**src/rtl/icon_tx_arbiter_pkg.sv**
```systemverilog
// Shared types and defaults for the interconnect TX channel arbiter.
// The optional abort timer is enabled by defining ICON_ARB_TIMEOUT_EN.
package icon_tx_arbiter_pkg;

    localparam int ICON_ARB_NUM_REQ        = 4;
    localparam int ICON_ARB_TIMEOUT_CYCLES = 15;
    localparam int ICON_ADDR_W             = 8;
    localparam int ICON_DATA_W             = 16;

    typedef enum logic {
        ARB_IDLE = 1'b0,
        ARB_BUSY = 1'b1
    } enum_icon_arb_state;

    typedef struct packed {
        logic                   valid;
        logic [ICON_ADDR_W-1:0] addr;
        logic [ICON_DATA_W-1:0] data;
    } type_icon_tx_channel;

    typedef struct packed {
        logic success;
    } type_icon_rx_channel;

endpackage

```
**src/rtl/icon_tx_arbiter_rr_pick_first.sv**
```systemverilog
// Combinational round-robin picker: first set bit of req at or after start,
// scanning upward and wrapping modulo N.
module icon_tx_arbiter_rr_pick_first #(
    parameter int N = 4,
    localparam int IW = $clog2(N)
) (
    input  logic [N-1:0]  req,
    input  logic [IW-1:0] start,
    output logic          found,
    output logic [IW-1:0] idx
);

    always_comb begin
        int j;
        found = 1'b0;
        idx   = '0;
        j     = 0;
        for (int i = 0; i < N; i++) begin
            j = (int'(start) + i) % N;
            if (!found && req[IW'(j)]) begin
                found = 1'b1;
                idx   = IW'(j);
            end
        end
    end

endmodule

```
**src/rtl/icon_tx_arbiter.sv**
```systemverilog
// Round-robin arbiter for one shared interconnect TX channel.
// Define ICON_ARB_TIMEOUT_EN to abort a grant that sees no success within TIMEOUT_CYCLES.
module icon_tx_arbiter
    import icon_tx_arbiter_pkg::*;
#(
    parameter int NUM_REQ        = ICON_ARB_NUM_REQ,
    parameter int TIMEOUT_CYCLES = ICON_ARB_TIMEOUT_CYCLES,
    localparam int GW = $clog2(NUM_REQ)
) (
    input  logic                               i_clk,
    input  logic                               i_reset,
    input  type_icon_tx_channel [NUM_REQ-1:0]  i_req_tx,
    input  logic [NUM_REQ-1:0]                 i_req_opx,
    output type_icon_rx_channel [NUM_REQ-1:0]  o_req_rx,
    output type_icon_tx_channel                o_bus_tx,
    output logic                               o_bus_opx,
    input  type_icon_rx_channel                i_bus_rx,
    output logic [GW-1:0]                      o_grant_idx,
    output logic                               o_busy,
    output logic                               o_timeout
);

    // Handshake: a requester raises valid with a stable payload and holds both
    // until it sees its own o_req_rx.success; the winner's payload is latched at
    // capture, so later requester-side changes never reach the bus.

    enum_icon_arb_state  state_q, state_d;
    logic [GW-1:0]       rr_ptr_q, rr_ptr_d;
    logic [GW-1:0]       grant_q, grant_d;
    type_icon_tx_channel bus_tx_q, bus_tx_d;
    logic                bus_opx_q, bus_opx_d;

    logic [NUM_REQ-1:0]  req_valid;
    logic [NUM_REQ-1:0]  pick_mask;
    logic [GW-1:0]       pick_start;
    logic                pick_found;
    logic [GW-1:0]       pick_idx;
    logic [GW-1:0]       grant_inc;
    logic                ack;
    logic                capture;
    logic                expire;

    always_comb begin
        req_valid = '0;
        for (int k = 0; k < NUM_REQ; k++) begin
            req_valid[k] = i_req_tx[k].valid;
        end
    end

    assign grant_inc = (grant_q == GW'(NUM_REQ - 1)) ? '0 : grant_q + 1'b1;
    assign ack       = (state_q == ARB_BUSY) && i_bus_rx.success;

    // In BUSY the picker only matters on an ack: it then searches for the
    // back-to-back successor starting after the finishing owner.
    always_comb begin
        pick_mask  = req_valid;
        pick_start = rr_ptr_q;
        if (state_q == ARB_BUSY) begin
            pick_mask[grant_q] = 1'b0;
            pick_start         = grant_inc;
        end
    end

    icon_tx_arbiter_rr_pick_first #(
        .N (NUM_REQ)
    ) u_pick (
        .req   (pick_mask),
        .start (pick_start),
        .found (pick_found),
        .idx   (pick_idx)
    );

    assign capture = pick_found && ((state_q == ARB_IDLE) || ack);

`ifdef ICON_ARB_TIMEOUT_EN
    localparam int CW = $clog2(TIMEOUT_CYCLES + 1);

    logic [CW-1:0] cnt_q, cnt_d;
    logic          timeout_q, timeout_d;

    // Success on the expiry cycle takes precedence over the abort.
    assign expire = (state_q == ARB_BUSY) && !i_bus_rx.success
                    && (cnt_q == CW'(TIMEOUT_CYCLES));

    always_comb begin
        cnt_d     = cnt_q;
        timeout_d = expire;
        if (capture || expire) begin
            cnt_d = '0;
        end else if ((state_q == ARB_BUSY) && !i_bus_rx.success) begin
            cnt_d = cnt_q + 1'b1;
        end
    end

    always_ff @(posedge i_clk) begin
        if (i_reset) begin
            cnt_q     <= '0;
            timeout_q <= 1'b0;
        end else begin
            cnt_q     <= cnt_d;
            timeout_q <= timeout_d;
        end
    end

    assign o_timeout = timeout_q;
`else
    assign expire    = 1'b0;
    assign o_timeout = 1'b0;
`endif

    // State register
    always_ff @(posedge i_clk) begin
        if (i_reset) begin
            state_q   <= ARB_IDLE;
            rr_ptr_q  <= '0;
            grant_q   <= '0;
            bus_tx_q  <= '0;
            bus_opx_q <= 1'b0;
        end else begin
            state_q   <= state_d;
            rr_ptr_q  <= rr_ptr_d;
            grant_q   <= grant_d;
            bus_tx_q  <= bus_tx_d;
            bus_opx_q <= bus_opx_d;
        end
    end

    // Next-state logic
    always_comb begin
        state_d = state_q;
        case (state_q)
            ARB_IDLE: begin
                if (pick_found) state_d = ARB_BUSY;
            end
            ARB_BUSY: begin
                if (ack)         state_d = pick_found ? ARB_BUSY : ARB_IDLE;
                else if (expire) state_d = ARB_IDLE;
            end
            default: state_d = ARB_IDLE;
        endcase
    end

    // Holding registers and rotation pointer
    always_comb begin
        rr_ptr_d  = rr_ptr_q;
        grant_d   = grant_q;
        bus_tx_d  = bus_tx_q;
        bus_opx_d = bus_opx_q;
        if (ack || expire) begin
            rr_ptr_d       = grant_inc;
            bus_tx_d.valid = 1'b0;
        end
        if (capture) begin
            grant_d        = pick_idx;
            bus_tx_d       = i_req_tx[pick_idx];
            bus_tx_d.valid = 1'b1;
            bus_opx_d      = i_req_opx[pick_idx];
        end
    end

    // Outputs
    always_comb begin
        o_busy = (state_q == ARB_BUSY);
        for (int k = 0; k < NUM_REQ; k++) begin
            o_req_rx[k].success = ack && (grant_q == GW'(k));
        end
    end

    assign o_bus_tx    = bus_tx_q;
    assign o_bus_opx   = bus_opx_q;
    assign o_grant_idx = grant_q;

endmodule

```
**config.mk**
```make
export PLATFORM = sky130hd
export DESIGN_NAME = icon_tx_arbiter
export DESIGN_NICKNAME = d
export VERILOG_FILES = /design/src/rtl/icon_tx_arbiter_pkg.sv /design/src/rtl/icon_tx_arbiter_rr_pick_first.sv /design/src/rtl/icon_tx_arbiter.sv
export SDC_FILE = /design/constraint.sdc
export NUM_CORES = 1
export LEC_CHECK = 0
export ABC_AREA = 0
export BUFFER_PORTS_ARGS = -buffer_cell sky130_fd_sc_hd__clkbuf_2
export CAP_MARGIN = 20
export CELL_PAD_IN_SITES_DETAIL_PLACEMENT = 0
export CELL_PAD_IN_SITES_GLOBAL_PLACEMENT = 1
export CORE_MARGIN = 5
export CORE_UTILIZATION = 32
export DETAILED_ROUTE_END_ITERATION = 6
export PLACE_DENSITY_LB_ADDON = 0.1
export RECOVER_POWER = 100
export SETUP_SLACK_MARGIN = 0.5
export SLEW_MARGIN = 30
export SYNTH_ARGS = -nofsm -noshare
export SYNTH_HDL_FRONTEND = slang
export SYNTH_SLANG_ARGS = --single-unit
```
**constraint.sdc**
```tcl
create_clock -name i_clk -period 2.85 [get_ports i_clk]
set_input_delay 0.1425 -clock i_clk [delete_from_list [all_inputs] [get_ports i_clk]]
set_output_delay 0.1425 -clock i_clk [all_outputs]
set_load 0.02 [all_outputs]
```
==> impl_metrics.yaml, run 1 <==
power:
  power_frac_comb: 0.553
  net-switching-power_mw: 0.887
  internal_power_mw: 1.25
  power_density_mw_per_mm2: 498
  clkPwrFrac: 0.188
  p_leak_nw: 1.59
  swShare: 0.415
  vdd_drop_max_mv: 0.222
  seqPwrFrac: 0.259
clock_tree:
  clk_latency_ns: 0.29
  clock-sinks: 31
  cts_hold_buf: 0
  ctsRootBufferMaster: "clkbuf_8"
  clk_path_buf_depth: 2
  cts_buffers: 5
  h-tree-depth: 2
  cts.clk_slew.worst_paths_ns: 0.08
  tritoncts: "done"
global_route:
  antenna_found_initial: 0
  overflow: 0
  grt_pass1_wl_um: 14500
  grt_max_degree: 57
  grt_pass1_vias: 2961
  grt_use_total: 0.176
cells_and_area:
  num-fill-cells: 812
  multi_input_area_mm2: 0.00240
  regArea_um2: 624
  syn2layout_area_growth_pct: 61.4
  final_util: 0.525
  antenna_cells: 0
  drive_gt1_frac: 0.544
  nets: 557
yosys:
  synth.area.mux_share: 0.00847
  synth_compound_area_frac: 0.473
  synth_xor_area_frac: 0
  synthesis.area_mm2: 0.00266
  ys_warn_count: 0
  synth_adder_area_share: 0.0188
  synth-edff-count: 0
  yosys.cell_types.count: 46
  synthSimpleGateAreaFrac: 0.181
  synth_ff_type: "dfxtp_1"
  synth_largest_area_cell: "dfxtp_1"
  synth_seq_cells: 31
  seq_area_frac_synth: 0.233
  syn_nets: 409
  synthArstFlopShare: 0
  avgSynthCellArea_um2: 8.93
  synth.area.top_cells: "dfxtp_1 (23%), a211oi_1 (11%), a2111oi_2 (7.3%)"
  synth_cells: 298
  synth_top_cell_area_share: 0.233
  synth_top_family_by_area: "compound AO/OA/AOI/OAI gates"
detailed_routing:
  drc_errors: 0
  top_layer: "met4"
  dr_total_vias: 3038
  dr.first_iter.drc_count: 67
  dr.pass1.iters: 4
  wl_um: 10500
  wl_met1_um: 4500
  route.met3.wl_um: 639
  routed_via_density: 5.50
  antenna_left: 0
  wl_per_cell_um: 19.0
  met2_length_um: 5280
critical_path:
  crit_required_ns: 3.01
  arrival_ns: 2.66
  cp-end-kind: "flop"
  cp_max_fo: 10
  startpoint_type: "flop"
  reg2regPathDepth: 11
  r2r_setup_slack_ns: 0.35
  path_class: "flop to flop"
  r2r-end: "o_bus_tx[7]$_SDFFE_PP0P_"
  timing.rr.start: "o_grant_idx[0]$_SDFFE_PP0P_"
timing:
  clock_skew_ns: 0.0102
  hold_violations: 0
  slew-limit-headroom: 0.473
  fin_crit_sh: 0.876
  tightest_slew_ns: 0.790
  drv_slew: 0
  final-setup-viol-count: 0
  rsz0062_at_grt: "yes"
  tns_ns: 0
  max_freq_mhz: 401
  min_period_ns: 2.50
outcome:
  status: "finished clean"
floorplan:
  fp.coreArea_mm2: 0.00818
  fp.dieW_um: 101
  start_util: 0.325
  die_area_mm2: 0.0102
  io_pins: 141
  die_h_um: 101
  rows: 33
min_path:
  min_from: "i_req_tx[45]"
  hold_end: "o_bus_tx[20]$_SDFFE_PP0P_"
  worstHoldPathType: "primary input to flop"
  whs_path_depth: 3
place:
  port_buffers: 139
  dp_hpwl_um: 6540
  routabilityCongestion: 0.803
flow_run:
  maxCapViolations: 0
[critical path, stage by stage, from the launching register on]
cell and delay, ns:
dfxtp_1 0.46, inv_1 0.15, ha_4 0.32, nand4b_1 0.13
a22o_1 0.29, a32oi_4 0.24, buf_12 0.16, buf_6 0.11
nor2_4 0.05, buf_12 0.14, a211oi_1 0.22, a211oi_1 0.10
[cells by family (layout without fill, tap and decap cells)]
logic type,Yosys count,after routing
DFF,31,31
adders and majority gates,4,4
other,1,1
buffers and inverters,36,182
and+or+nand+nor,82,85
AOI/OAI and AO/OA,143,143
muxes,1,1
[Yosys cell counts (2+ instances only)]
| library cell | instances |
|---|---|
| a211oi_1 | 40 |
| dfxtp_1 | 31 |
| nand2_1 | 30 |
| nor3b_1 | 26 |
| o21bai_1 | 25 |
| a21boi_0 | 16 |
| clkbuf_1 | 14 |
| a2111oi_2 | 13 |
| a2111oi_0 | 12 |
| a211oi_2 | 10 |
| buf_6 | 10 |
| o21a_1 | 10 |
| a21oi_1 | 7 |
| buf_2 | 6 |
| nor2_1 | 6 |
| and3_1 | 4 |
| ha_1 | 4 |
| inv_1 | 4 |
| buf_4 | 2 |
| nand2b_1 | 2 |
[power by group through the flow]
stage          Combinational, mW  Clock [mW]  Sequential [mW]
4_1_cts                    0.955       0.413            0.555
3_3_place_gp               0.847           0            0.561
6_report                    1.18       0.402            0.555
3_5_place_dp               0.849           0            0.564
5_1_grt                     1.26       0.426            0.565
2_1_floorplan              0.511           0            0.635
[sequential cells by signal, indices dropped and copies added, names as in the netlist]
name and count:
o_bus_opx 1, o_bus_tx 25, o_busy 1, o_grant_idx 2, rr_ptr_q 2
[metrics by stage]
| step | hold slack [ns] | instances | power (mW) | area (um^2) | setup slack, ns |
|---|---|---|---|---|---|
| 2_1_floorplan | 0.281 | 298 | 1.15 | 2670 | 0.513 |
| 3_3_place_gp | 0.375 | 521 | 1.41 | 3410 | 0.261 |
| 3_5_place_dp | 0.375 | 521 | 1.41 | 3410 | 0.167 |
| 4_1_cts | 0.0665 | 535 | 1.92 | 3760 | 0.473 |
| 5_1_grt | 0.0846 | 552 | 2.25 | 4290 | 0.240 |
| 6_report | 0.0698 | 552 | 2.14 | 4290 | 0.354 |
[worst max path at each step]
| stage | start | slack (ns) | to |
|---|---|---|---|
| after floorplan | o_grant_idx[0]$_SDFFE_PP0P_ | 0.51 | o_bus_opx$_SDFFE_PP0P_ |
| after global placement | o_grant_idx[0]$_SDFFE_PP0P_ | 0.26 | o_bus_tx[5]$_SDFFE_PP0P_ |
| after detailed placement | o_grant_idx[0]$_SDFFE_PP0P_ | 0.17 | o_bus_tx[13]$_SDFFE_PP0P_ |
| after CTS | o_grant_idx[0]$_SDFFE_PP0P_ | 0.47 | o_bus_tx[12]$_SDFFE_PP0P_ |
| after global routing | o_grant_idx[0]$_SDFFE_PP0P_ | 0.24 | o_bus_tx[2]$_SDFFE_PP0P_ |
| final | o_grant_idx[0]$_SDFFE_PP0P_ | 0.35 | o_bus_tx[7]$_SDFFE_PP0P_ |
[cell usage in the layout (no fill, tap or decap), types with 2 or more instances in the layout]
cell	n
a2111oi_2	10
a2111oi_4	15
a211oi_1	23
a211oi_2	24
a211oi_4	3
a21boi_0	13
a21boi_1	3
a21oi_1	7
and3_1	4
buf_12	6
buf_4	18
buf_6	5
clkbuf_1	33
clkbuf_16	2
clkbuf_2	106
clkbuf_8	7
dfxtp_1	30
ha_1	2
ha_4	2
inv_1	3
nand2_1	30
nand2b_1	2
nor2_1	6
nor2_4	3
nor3b_1	2
nor3b_2	23
nor3b_4	2
o21a_1	10
o21bai_1	25
[what timing repair did]
action                                  4_1_cts  5_1_grt
buffers inserted                              5       12
hold endpoints to repair                      0        0
gates resized for setup                      29       78
endpoints found under the setup margin       26       25
pin swaps                                     3       19
cloned                                        1        5
[metal layers]
layer,vias up,track usage
met2,84,0.290
met4,0,0.0409
met1,1474,0.229
li1,1474,-
met3,6,0.0475
met5,-,0
[area by class of cell]
class / count / share of cell area
tap: 105 / 0.0306
timing repair buffer: 170 / 0.237
inverter: 4 / 0.00350
sequential: 31 / 0.145
clock buffer: 8 / 0.0233
multi-input combinational: 234 / 0.560
Note: power is estimated with default switching activity, not from simulation.
==> run 2: changes to the inputs <==
--- a/config.mk
+++ b/config.mk
@@ -10,6 +10,7 @@
 export CAP_MARGIN = 20
 export CELL_PAD_IN_SITES_DETAIL_PLACEMENT = 0
 export CELL_PAD_IN_SITES_GLOBAL_PLACEMENT = 1
+export CORE_ASPECT_RATIO = 0.6
 export CORE_MARGIN = 5
 export CORE_UTILIZATION = 32
 export DETAILED_ROUTE_END_ITERATION = 6
==> impl_metrics.yaml, run 2 (same netlist as run 1, synthesis figures left out) <==
timing:
  hold_violations: 0
  drv_slew: 0
  final-setup-viol-count: 0
  clock_skew_ns: 0.00360
  rsz0062_at_grt: "yes"
  min_period_ns: 2.54
  setup_ws_ns: 0.313
  tightest_slew_ns: 0.799
  slew-limit-headroom: 0.467
  tns_ns: 0
  max_freq_mhz: 394
  fin_crit_sh: 0.890
clock_tree:
  h-tree-depth: 2
  clock-sinks: 31
  clk_latency_ns: 0.27
  cts_buffers: 5
  clk_path_buf_depth: 2
  cts_hold_buf: 0
  ctsRootBufferMaster: "clkbuf_16"
  cts.clk_slew.worst_paths_ns: 0.05
  tritoncts: "done"
power:
  power_density_mw_per_mm2: 519
  p_leak_nw: 1.65
  finalPower_mw: 2.34
  vdd_drop_max_mv: 0.258
cells_and_area:
  nets: 553
  largest_reg_flops: 25
  antenna_cells: 0
  layout_common_cells: "clkbuf_2 (107), a211oi_2 (31), clkbuf_1 (31)"
  final_common_cell: "clkbuf_2"
  finish.instance_area_mm2: 0.00450
  syn2layout_area_growth_pct: 69.2
  drive_gt1_frac: 0.550
place:
  port_buffers: 139
  place_ws_ns: 0.127
  routabilityCongestion: 0.839
  dpl_cell_area_mm2: 0.00344
  dp_hpwl_um: 7260
global_route:
  grt_max_degree: 57
  grt_pass1_wl_um: 15500
  grt_use_total: 0.190
  antenna_found_initial: 0
  grt_pass1_vias: 2928
  overflow: 0
detailed_routing:
  dr_total_vias: 3026
  dr.first_iter.drc_count: 195
  wl_um: 10700
  dr.pass1.iters: 4
  drc_errors: 0
  antenna_left: 0
  routed_via_density: 5.50
  wl_per_cell_um: 19.5
critical_path:
  cp_max_fo: 8
  max_stage_delay_ns: 0.57
  startpoint_type: "flop"
  crit_required_ns: 3.00
  path_class: "flop to flop"
  cp-end-kind: "flop"
  slowest_stage: "dfxtp_1"
  arrival_ns: 2.69
  crit_chain: "inv_4 > ha_4 > nand4b_1 > a22o_1 > a32oi_2 > nor2_4 > buf_12 > a2111oi_4 > a211oi_1"
floorplan:
  rows: 25
  io_pins: 141
  fp.dieW_um: 128
  die_area_mm2: 0.0103
  start_util: 0.333
  fp.coreArea_mm2: 0.00798
  die_h_um: 80.6
flow_run:
  maxCapViolations: 0
outcome:
  status: "finished clean"
min_path:
  worstHoldPathType: "primary input to flop"
-- run 2: critical path: cells and delay by family, from the launching register on --
kind,cells,cell delay [ns]
compound gates,4,0.98
fa+ha+maj,1,0.31
buf+inv,2,0.26
flops,1,0.57
simple gates,2,0.29
-- run 2: path summary, 6_finish.rpt --
| check | depth (start not counted) | startpoint | end | slack, ns |
|---|---|---|---|---|
| max | 9 | o_grant_idx[0]$_SDFFE_PP0P_ | o_bus_tx[13]$_SDFFE_PP0P_ | 0.31 |
| min | 3 | i_req_tx[39] | o_bus_tx[14]$_SDFFE_PP0P_ | 0.09 |
| max reg2reg | 9 | o_grant_idx[0]$_SDFFE_PP0P_ | o_bus_tx[13]$_SDFFE_PP0P_ | 0.31 |
| min reg2reg | 2 | o_bus_tx[24]$_SDFFE_PP0P_ | o_bus_tx[24]$_SDFFE_PP0P_ | 0.51 |
-- run 2: report_power, final --
group / internal [mW] / switching (mW) / total [mW]
clock network: 0.341 / 0.194 / 0.534
logic: 0.562 / 0.677 / 1.24
registers: 0.503 / 0.0588 / 0.562
-- run 2: routing by layer --
layer,share of wire,routed length [um],up-vias,GRT usage
met3,0.064,690,7,0.0545
met2,0.45,4790,101,0.292
li1,-,-,1465,-
met1,0.48,5150,1453,0.266
met4,0.0064,68,0,0.0318
met5,0,0,-,0
-- run 2: repair_timing --
item / CTS / global route
endpoints found under the setup margin: 27 / 26
cloned: 0 / 4
buffers inserted: 4 / 6
resized for setup: 58 / 76
pin swaps: 2 / 47
-- run 2: final cells by class --
class / instances / area, um^2
Fill cell: 746 / 3480
Multi-Input combinational cell: 231 / 2510
Timing Repair Buffer: 169 / 1070
Sequential cell: 31 / 624
Clock buffer: 6 / 139
Tap cell: 108 / 135
Inverter: 4 / 17.5
Clock inverter: 1 / 5.00
-- run 2: per-stage QoR --
stage / util / std cells / hold WS (ns)
after CTS: 0.496 / 540 / 0.0880
after global routing: 0.564 / 550 / 0.0998
after floorplan: - / 298 / 0.281
final: 0.564 / 550 / 0.0927
after detailed placement: 0.431 / 529 / 0.374
after global placement: 0.431 / 529 / 0.378
